### src/rtl/di_fifo_term_pkg.sv
// Shared constants and types for the DI FIFO terminal: register map, transfer
// status codes and the read-side state encoding.
package di_fifo_term_pkg;

  localparam logic [31:0] REG_STATUS = 32'd0;
  localparam logic [31:0] REG_DATA   = 32'd1;
  localparam logic [31:0] REG_ERR    = 32'd2;

  localparam logic [15:0] ST_OK         = 16'd0;
  localparam logic [15:0] ST_BAD_ADDR   = 16'd1;
  localparam logic [15:0] ST_RD_TIMEOUT = 16'd2;
  localparam logic [15:0] ST_WR_DROP    = 16'd3;

  typedef enum logic [1:0] {
    RD_IDLE  = 2'd0,
    RD_FETCH = 2'd1,
    RD_READY = 2'd2
  } rd_state_e;

endpackage

### src/rtl/di_fifo_term_fifo.sv
// Synchronous FIFO with push/pop/flush and an inclusive 0..2^DEPTH_LOG2 level.
// Flush (or reset) has priority over any same-cycle push or pop.
module di_sync_fifo #(
  parameter int WIDTH      = 32,
  parameter int DEPTH_LOG2 = 4
) (
  input  logic                  i_clk,
  input  logic                  i_reset,
  input  logic                  i_push,
  input  logic [WIDTH-1:0]      i_din,
  input  logic                  i_pop,
  input  logic                  i_flush,
  output logic [DEPTH_LOG2:0]   o_level,
  output logic                  o_full,
  output logic                  o_empty,
  output logic [WIDTH-1:0]      o_head
);

  localparam int DEPTH = 1 << DEPTH_LOG2;
  localparam int LW    = DEPTH_LOG2 + 1;
  localparam int PW    = DEPTH_LOG2;

  logic [WIDTH-1:0]      r_mem [DEPTH];
  logic [DEPTH_LOG2-1:0] r_wptr;
  logic [DEPTH_LOG2-1:0] r_rptr;
  logic [DEPTH_LOG2:0]   r_level;
  logic                  w_do_push;
  logic                  w_do_pop;

  assign o_level   = r_level;
  assign o_full    = (r_level == LW'(DEPTH));
  assign o_empty   = (r_level == '0);
  assign o_head    = r_mem[r_rptr];
  assign w_do_push = i_push & ~o_full & ~i_flush;
  assign w_do_pop  = i_pop & ~o_empty & ~i_flush;

  always_ff @(posedge i_clk) begin
    if (w_do_push) r_mem[r_wptr] <= i_din;
  end

  always_ff @(posedge i_clk) begin
    if (i_reset || i_flush) begin
      r_wptr  <= '0;
      r_rptr  <= '0;
      r_level <= '0;
    end else begin
      if (w_do_push) r_wptr <= r_wptr + PW'(1);
      if (w_do_pop)  r_rptr <= r_rptr + PW'(1);
      case ({w_do_push, w_do_pop})
        2'b10:   r_level <= r_level + LW'(1);
        2'b01:   r_level <= r_level - LW'(1);
        default: r_level <= r_level;
      endcase
    end
  end

endmodule

### src/rtl/di_fifo_term.sv
// DI terminal: TX (host->user) and RX (user->host) FIFOs behind a three-register
// map, with stall-then-timeout handshakes on both DI read and write paths.
module di_fifo_term
  import di_fifo_term_pkg::*;
#(
  parameter logic [15:0] TERM_ADDR  = 16'h0010,
  parameter int          DEPTH_LOG2 = 4,
  parameter int unsigned RD_TIMEOUT = 1024,
  parameter int unsigned WR_TIMEOUT = 1024
) (
  input  logic        ifclk,
  input  logic        reset,
  input  logic [15:0] di_term_addr,
  input  logic [31:0] di_reg_addr,
  input  logic [31:0] di_len,
  input  logic        di_read_mode,
  input  logic        di_read_req,
  input  logic        di_read,
  output logic        di_read_rdy,
  output logic [31:0] di_reg_datao,
  input  logic        di_write_mode,
  input  logic        di_write,
  output logic        di_write_rdy,
  input  logic [31:0] di_reg_datai,
  output logic [15:0] di_transfer_status,
  output logic [31:0] tx_data,
  output logic        tx_valid,
  input  logic        tx_ready,
  input  logic [31:0] rx_data,
  input  logic        rx_valid,
  output logic        rx_ready
);

  logic [DEPTH_LOG2:0] w_tx_level, w_rx_level;
  logic                w_tx_full, w_tx_empty, w_rx_full, w_rx_empty;
  logic [31:0]         w_tx_head, w_rx_head;
  logic                w_tx_push, w_tx_flush, w_rx_pop, w_rx_flush;

  rd_state_e   r_state;
  logic [31:0] r_rd_addr, r_datao, r_rd_cnt, r_wr_cnt;
  logic [15:0] r_status;
  logic        r_rd_to, r_bad, r_wdrop, r_rdto_sticky, r_wmode_q;

  logic        w_sel, w_wr_is_status, w_wr_is_data, w_wr_to, w_wr_stall;
  logic        w_wr_rdy, w_wr_commit, w_wr_start, w_clr_err;
  logic [31:0] w_status_val, w_err_val;
  logic        w_unused_len;

  assign w_unused_len = ^di_len;

  assign w_sel          = (di_term_addr == TERM_ADDR);
  assign w_wr_is_status = (di_reg_addr == REG_STATUS);
  assign w_wr_is_data   = (di_reg_addr == REG_DATA);
  assign w_wr_to        = (r_wr_cnt >= 32'(WR_TIMEOUT));
  assign w_wr_stall     = w_sel & di_write_mode & w_wr_is_data & w_tx_full;
  assign w_wr_rdy       = w_sel & di_write_mode & (~w_wr_is_data | ~w_tx_full | w_wr_to);
  assign w_wr_commit    = w_wr_rdy & di_write;
  assign w_wr_start     = w_sel & di_write_mode & ~r_wmode_q;

  assign w_tx_flush = w_wr_commit & w_wr_is_status & di_reg_datai[0];
  assign w_rx_flush = w_wr_commit & w_wr_is_status & di_reg_datai[1];
  assign w_clr_err  = w_wr_commit & w_wr_is_status & di_reg_datai[2];
  assign w_tx_push  = w_wr_commit & w_wr_is_data & ~w_tx_full;
  // A timed-out DATA read already returned 0, so its acknowledge must not consume RX.
  assign w_rx_pop   = (r_state == RD_READY) & w_sel & di_read_mode & di_read &
                      (r_rd_addr == REG_DATA) & ~r_rd_to;

  assign w_status_val = {16'(w_tx_level), 16'(w_rx_level)};
  assign w_err_val    = {29'b0, r_rdto_sticky, r_wdrop, r_bad};

  assign di_read_rdy        = w_sel & (r_state == RD_READY);
  assign di_write_rdy       = w_wr_rdy;
  assign di_reg_datao       = w_sel ? r_datao : 32'd0;
  assign di_transfer_status = w_sel ? r_status : 16'd0;
  assign tx_data            = w_tx_head;
  assign tx_valid           = ~w_tx_empty;
  assign rx_ready           = ~w_rx_full;

  di_sync_fifo #(.WIDTH(32), .DEPTH_LOG2(DEPTH_LOG2)) u_tx_fifo (
    .i_clk(ifclk), .i_reset(reset), .i_push(w_tx_push), .i_din(di_reg_datai),
    .i_pop(tx_ready), .i_flush(w_tx_flush), .o_level(w_tx_level),
    .o_full(w_tx_full), .o_empty(w_tx_empty), .o_head(w_tx_head)
  );

  di_sync_fifo #(.WIDTH(32), .DEPTH_LOG2(DEPTH_LOG2)) u_rx_fifo (
    .i_clk(ifclk), .i_reset(reset), .i_push(rx_valid), .i_din(rx_data),
    .i_pop(w_rx_pop), .i_flush(w_rx_flush), .o_level(w_rx_level),
    .o_full(w_rx_full), .o_empty(w_rx_empty), .o_head(w_rx_head)
  );

  always_ff @(posedge ifclk) begin
    if (reset) begin
      r_state       <= RD_IDLE;
      r_rd_addr     <= '0;
      r_datao       <= '0;
      r_rd_cnt      <= '0;
      r_wr_cnt      <= '0;
      r_status      <= ST_OK;
      r_rd_to       <= 1'b0;
      r_bad         <= 1'b0;
      r_wdrop       <= 1'b0;
      r_rdto_sticky <= 1'b0;
      r_wmode_q     <= 1'b0;
    end else begin
      r_wmode_q <= w_sel & di_write_mode;

      if (w_wr_stall & ~w_wr_commit) begin
        if (!w_wr_to) r_wr_cnt <= r_wr_cnt + 32'd1;
      end else begin
        r_wr_cnt <= '0;
      end

      // Clear precedes the read FSM so a same-cycle error event still latches.
      if (w_clr_err) begin
        r_bad         <= 1'b0;
        r_wdrop       <= 1'b0;
        r_rdto_sticky <= 1'b0;
      end

      if (!di_read_mode) begin
        r_state <= RD_IDLE;
      end else begin
        case (r_state)
          RD_IDLE: begin
            if (w_sel && di_read_req) begin
              r_state   <= RD_FETCH;
              r_rd_cnt  <= '0;
              r_rd_to   <= 1'b0;
              r_rd_addr <= di_reg_addr;
              r_status  <= ST_OK;
            end
          end
          RD_FETCH: begin
            case (r_rd_addr)
              REG_STATUS: begin
                r_datao <= w_status_val;
                r_state <= RD_READY;
              end
              REG_ERR: begin
                r_datao <= w_err_val;
                r_state <= RD_READY;
              end
              REG_DATA: begin
                if (!w_rx_empty && !w_rx_flush) begin
                  r_datao <= w_rx_head;
                  r_state <= RD_READY;
                end else if (r_rd_cnt == 32'(RD_TIMEOUT - 1)) begin
                  r_datao       <= '0;
                  r_status      <= ST_RD_TIMEOUT;
                  r_rd_to       <= 1'b1;
                  r_rdto_sticky <= 1'b1;
                  r_state       <= RD_READY;
                end else begin
                  r_rd_cnt <= r_rd_cnt + 32'd1;
                end
              end
              default: begin
                r_datao  <= '0;
                r_status <= ST_BAD_ADDR;
                r_bad    <= 1'b1;
                r_state  <= RD_READY;
              end
            endcase
          end
          RD_READY: begin
            if (w_sel && di_read) r_state <= RD_IDLE;
          end
          default: r_state <= RD_IDLE;
        endcase
      end

      if (w_wr_start) r_status <= ST_OK;
      if (w_wr_commit) begin
        case (di_reg_addr)
          REG_STATUS, REG_ERR: r_status <= ST_OK;
          REG_DATA: begin
            if (w_tx_full) begin
              r_status <= ST_WR_DROP;
              r_wdrop  <= 1'b1;
            end else begin
              r_status <= ST_OK;
            end
          end
          default: begin
            r_status <= ST_BAD_ADDR;
            r_bad    <= 1'b1;
          end
        endcase
      end
    end
  end

endmodule

### config.mk
export PLATFORM = sky130hd
export DESIGN_NAME = di_fifo_term
export DESIGN_NICKNAME = d
export VERILOG_FILES = /design/src/rtl/di_fifo_term_pkg.sv /design/src/rtl/di_fifo_term_fifo.sv /design/src/rtl/di_fifo_term.sv
export SDC_FILE = /design/constraint.sdc
export NUM_CORES = 1
export LEC_CHECK = 0
export BUFFER_PORTS_ARGS = -buffer_cell sky130_fd_sc_hd__buf_2
export CORE_UTILIZATION = 45
export CTS_BUF_LIST = sky130_fd_sc_hd__clkbuf_8
export DETAILED_ROUTE_END_ITERATION = 10
export GPL_TIMING_DRIVEN = 0
export PLACE_DENSITY = 0.67
export SETUP_SLACK_MARGIN = 0.1
export SLEW_MARGIN = 30
export SYNTH_ARGS = -nofsm -noshare
export SYNTH_HDL_FRONTEND = slang
export SYNTH_SLANG_ARGS = --single-unit
### constraint.sdc
create_clock -name ifclk -period 9.1 [get_ports ifclk]
set_clock_uncertainty 0.05 [all_clocks]
set_input_delay 2.73 -clock ifclk [delete_from_list [all_inputs] [get_ports ifclk]]
set_output_delay 2.73 -clock ifclk [all_outputs]
set_load 0.005 [all_outputs]
==> results.rst <==
.. list-table::
   :header-rows: 1

   * - Metric
     - Value
   * - Run status
     - complete, no violations
   * - Crit. End Element
     - primary output
   * - Wire length of the first global-routing pass
     - 163000 um
   * - Cell area after layout
     - 0.0542 mm^2
   * - X dimension of the die
     - 323 um
   * - Input/output buffers
     - 189
   * - Nature of the critical path startpoint
     - primary input
   * - Number of unique standard cell types used by synthesis
     - 61
   * - Total power divided by cell area
     - 191 mW/mm^2
   * - Largest net degree at the start of global routing
     - 27
   * - Part of the cycle the worst path needs
     - around 88%
   * - RSZ-0062 raised after global routing
     - false
   * - Net switching power
     - 2.18 mW
   * - DR iter-0 viols
     - 2632
   * - Max Root-Sink Buffers
     - 3
   * - Number of flops mapped to enable cells by yosys
     - 1024
   * - Netlist area before placement
     - ~0.046 mm^2
   * - Final weighted congestion in routability-driven placement
     - 0.810
   * - Transition at the pin with the smallest max-transition slack
     - 0.985 ns
   * - Max-cap violations
     - 0
   * - Most frequent standard cell in the layout excluding fill and tap cells
     - edfxtp_1
   * - Final cell count without fillers
     - 4446
   * - Total number of nets in the final design
     - 3095
   * - Internal Pwr Total
     - 8.18 mW
   * - CP max FO
     - 10
   * - Register bit count reported by yosys
     - 1195
   * - Top-level I/O count
     - 237
   * - Count of TritonRoute iterations in the first routing pass
     - 5
   * - Post-CTS Repair Setup Buffers
     - 0
   * - Global-route congestion overflow total
     - 0
   * - Area grow syn2layout
     - 16.9%
   * - Register area share after synthesis
     - 73.6%
   * - Smallest hold slack
     - 0.397 ns
   * - Number of buffers inserted by hold repair at cts
     - 0
   * - Dominant cells by area after synthesis
     - edfxtp_1, mux4_2, dfxtp_1, nand2_1, a21oi_1
   * - Clock power frac
     - 40.5%
   * - Max Clock Freq
     - roughly 0.12 GHz
   * - Total DRC errors in the routed layout
     - 0
   * - Share of layout cells above drive strength 1
     - approximately a third
   * - Std cell rows
     - roughly 120
   * - Initial antenna violation count
     - 19
   * - Combined global-route utilization of all metal layers
     - 21.6%
   * - Fraction of synthesis flops using an asynchronous set or reset pin
     - 0%
   * - Instance count after placement with tap cells included
     - about 4100
   * - CTS H-tree depth
     - 4
   * - Worst setup path category
     - primary input to primary output
   * - Detailed-placement wirelength estimate
     - 75200 um
   * - Number of warnings reported in the yosys synthesis log
     - 0
   * - Commonest cells after routing, fill and taps aside
     - edfxtp_1, mux4_2, buf_2
   * - Starting density of the core
     - between 40% and 50%
   * - Post-DP Area
     - 0.0508 mm^2
   * - Leakage power total
     - around 17 nW
   * - Total wire length after detailed routing
     - 112000 um
   * - Minimum period implied by the final worst setup slack
     - 8.05 ns
   * - Cell type with the largest total area after synthesis
     - edfxtp_1
   * - Routed via count divided by cell count
     - 5.71
   * - Fraction of the core area covered by cells at the end of the flow
     - 53.2%
   * - Post-route setup TNS
     - 0 ns
   * - Commonest register cell after synthesis
     - edfxtp_1
   * - CTS clk-pin slew, worst paths
     - 0.06 ns
   * - TritonCTS clock tree
     - yes
   * - Clock net sink count
     - roughly 1200
   * - Least setup slack across all paths after layout
     - 1.05 ns
   * - Latest clock arrival within the worst-skew pair
     - 0.84 ns
   * - Normalized max-slew margin
     - between 30% and 40%
   * - Full die area
     - 0.104 mm^2
   * - Worst EP arrival
     - 5.27 ns
   * - Library cell used as clock root buffer
     - clkbuf_8
   * - Die boundary height
     - approximately 320 um
   * - Total power
     - 10.4 mW
   * - Max IR drop VDD
     - 0.142 mV
   * - Core region area
     - 0.102 mm^2
   * - Part of the power in registers
     - 57.7%
   * - Post-place setup slack
     - 1.11 ns
   * - Share of total power in combinational logic
     - under 10%
   * - Final number of hold-violating endpoints
     - 0
   * - Vias in the first global route
     - ~26000
   * - Final-layout fill cell count
     - 7939
   * - Antenna Nets Post-Route
     - 0
   * - CTS Buf Count
     - ~180
   * - Mean post-synth cell area
     - ~19 um^2
   * - Gates resized, CTS repair
     - 0
   * - Share of total power consumed by net switching
     - 21.0%
   * - DR vias
     - 25400
   * - Count of endpoints failing setup in the final report
     - 0
   * - Count of mapped cells out of synthesis
     - ~2400
   * - Total count of max-transition violations in the final report
     - 0
   * - Post-synth top area share
     - 66.3%
   * - Kind of path behind the tightest hold check
     - flop to flop
   * - Required arrival time at the worst endpoint
     - 6.32 ns
   * - Routed len/inst
     - 25.2 um
==> power by group through the flow <==
stage / Clock [mW] / Sequential (mW) / Combinational, mW
floorplan: 0 / 6.10 / 0.0666
global placement: 0 / 6.10 / 0.169
detailed placement: 0 / 6.09 / 0.193
CTS: 4.28 / 5.98 / 0.193
global route: 4.51 / 5.98 / 0.210
finish: 4.19 / 5.98 / 0.194
==> state kept, by name, summed over array words and instances, names as in the netlist, 2 cells and up, named ones only <==
| register | count |
|---|---|
| r_datao | 32 |
| r_rd_addr | 32 |
| r_rd_cnt | 32 |
| r_state | 2 |
| r_status | 2 |
| r_wr_cnt | 32 |
| u_rx_fifo.o_level | 5 |
| u_rx_fifo.r_mem | 512 |
| u_rx_fifo.r_rptr | 4 |
| u_rx_fifo.r_wptr | 4 |
| u_tx_fifo.o_level | 5 |
| u_tx_fifo.r_mem | 512 |
| u_tx_fifo.r_rptr | 4 |
| u_tx_fifo.r_wptr | 4 |
==> final cells by class <==
type / count / area (um^2) / share of cell area, %
diodes: 4 / 10.0 / 0.0185
plain buffers: 139 / 634 / 1.17
clock buffers: 199 / 2740 / 5.05
clock inverters: 137 / 709 / 1.31
inverters: 22 / 82.6 / 0.152
multi-input cells: 1077 / 11800 / 21.8
flip-flops and latches: 1195 / 34200 / 63.0
well taps: 1368 / 1710 / 3.16
repair buffers: 305 / 2370 / 4.38
==> cell usage after synthesis, types with 9 or more instances <==
library cell / instances
and2_1: 60
o21ai_0: 29
xor2_1: 18
ha_1: 18
or4_1: 12
buf_1: 27
mux4_2: 320
and3_1: 9
buf_4: 18
nor3_1: 21
nor4_1: 33
nand4_1: 22
edfxtp_1: 1024
inv_1: 22
or3_1: 35
a21oi_1: 104
nand2_1: 143
xnor2_1: 12
nand3_1: 46
mux2i_1: 10
clkbuf_1: 89
dfxtp_1: 171
nor2_1: 74
==> per-layer routing <==
layer  wire [um]  global-route usage (%)  part of all wire [%]
met1       43300                    27.1                    39
met3        9640                    5.77                   8.6
met4        2940                    7.20                   2.6
met5         130                       0                  0.12
met2       56100                    36.3                    50
==> critical path: stages <==
cell	delay [ns]
buf_2	0.10
nor4b_1	0.40
and4_1	0.57
clkbuf_1	0.47
clkbuf_1	0.53
and2_1	0.30
buf_2	0.15
==> path summary, 6_finish.rpt <==
| path | cells after the start | endpoint | slack (ns) | from |
|---|---|---|---|---|
| worst max-delay path | 7 | di_reg_datao[28] | 1.05 | di_term_addr[0] |
| worst min-delay path | 2 | r_datao[12]$_SDFFE_PP0P_ | 0.40 | r_datao[12]$_SDFFE_PP0P_ |
| worst max register to register | 13 | u_rx_fifo.o_level[4]$_SDFFE_PP0P_ | 5.41 | u_rx_fifo.o_level[3]$_SDFFE_PP0P_ |
| worst min register to register | 2 | r_datao[12]$_SDFFE_PP0P_ | 0.40 | r_datao[12]$_SDFFE_PP0P_ |
==> logic make-up after synthesis <==
group	count (synthesis)	synth area share [%]
flops	1195	73.6
simple gates	494	5.52
mux	332	15.8
compound gates	189	2.52
buf+inv	161	1.46
xor+xnor	30	0.566
fa+ha+maj	18	0.485
other cells	1	0.00808
No activity file was read; power rests on OpenSTA's default activity.
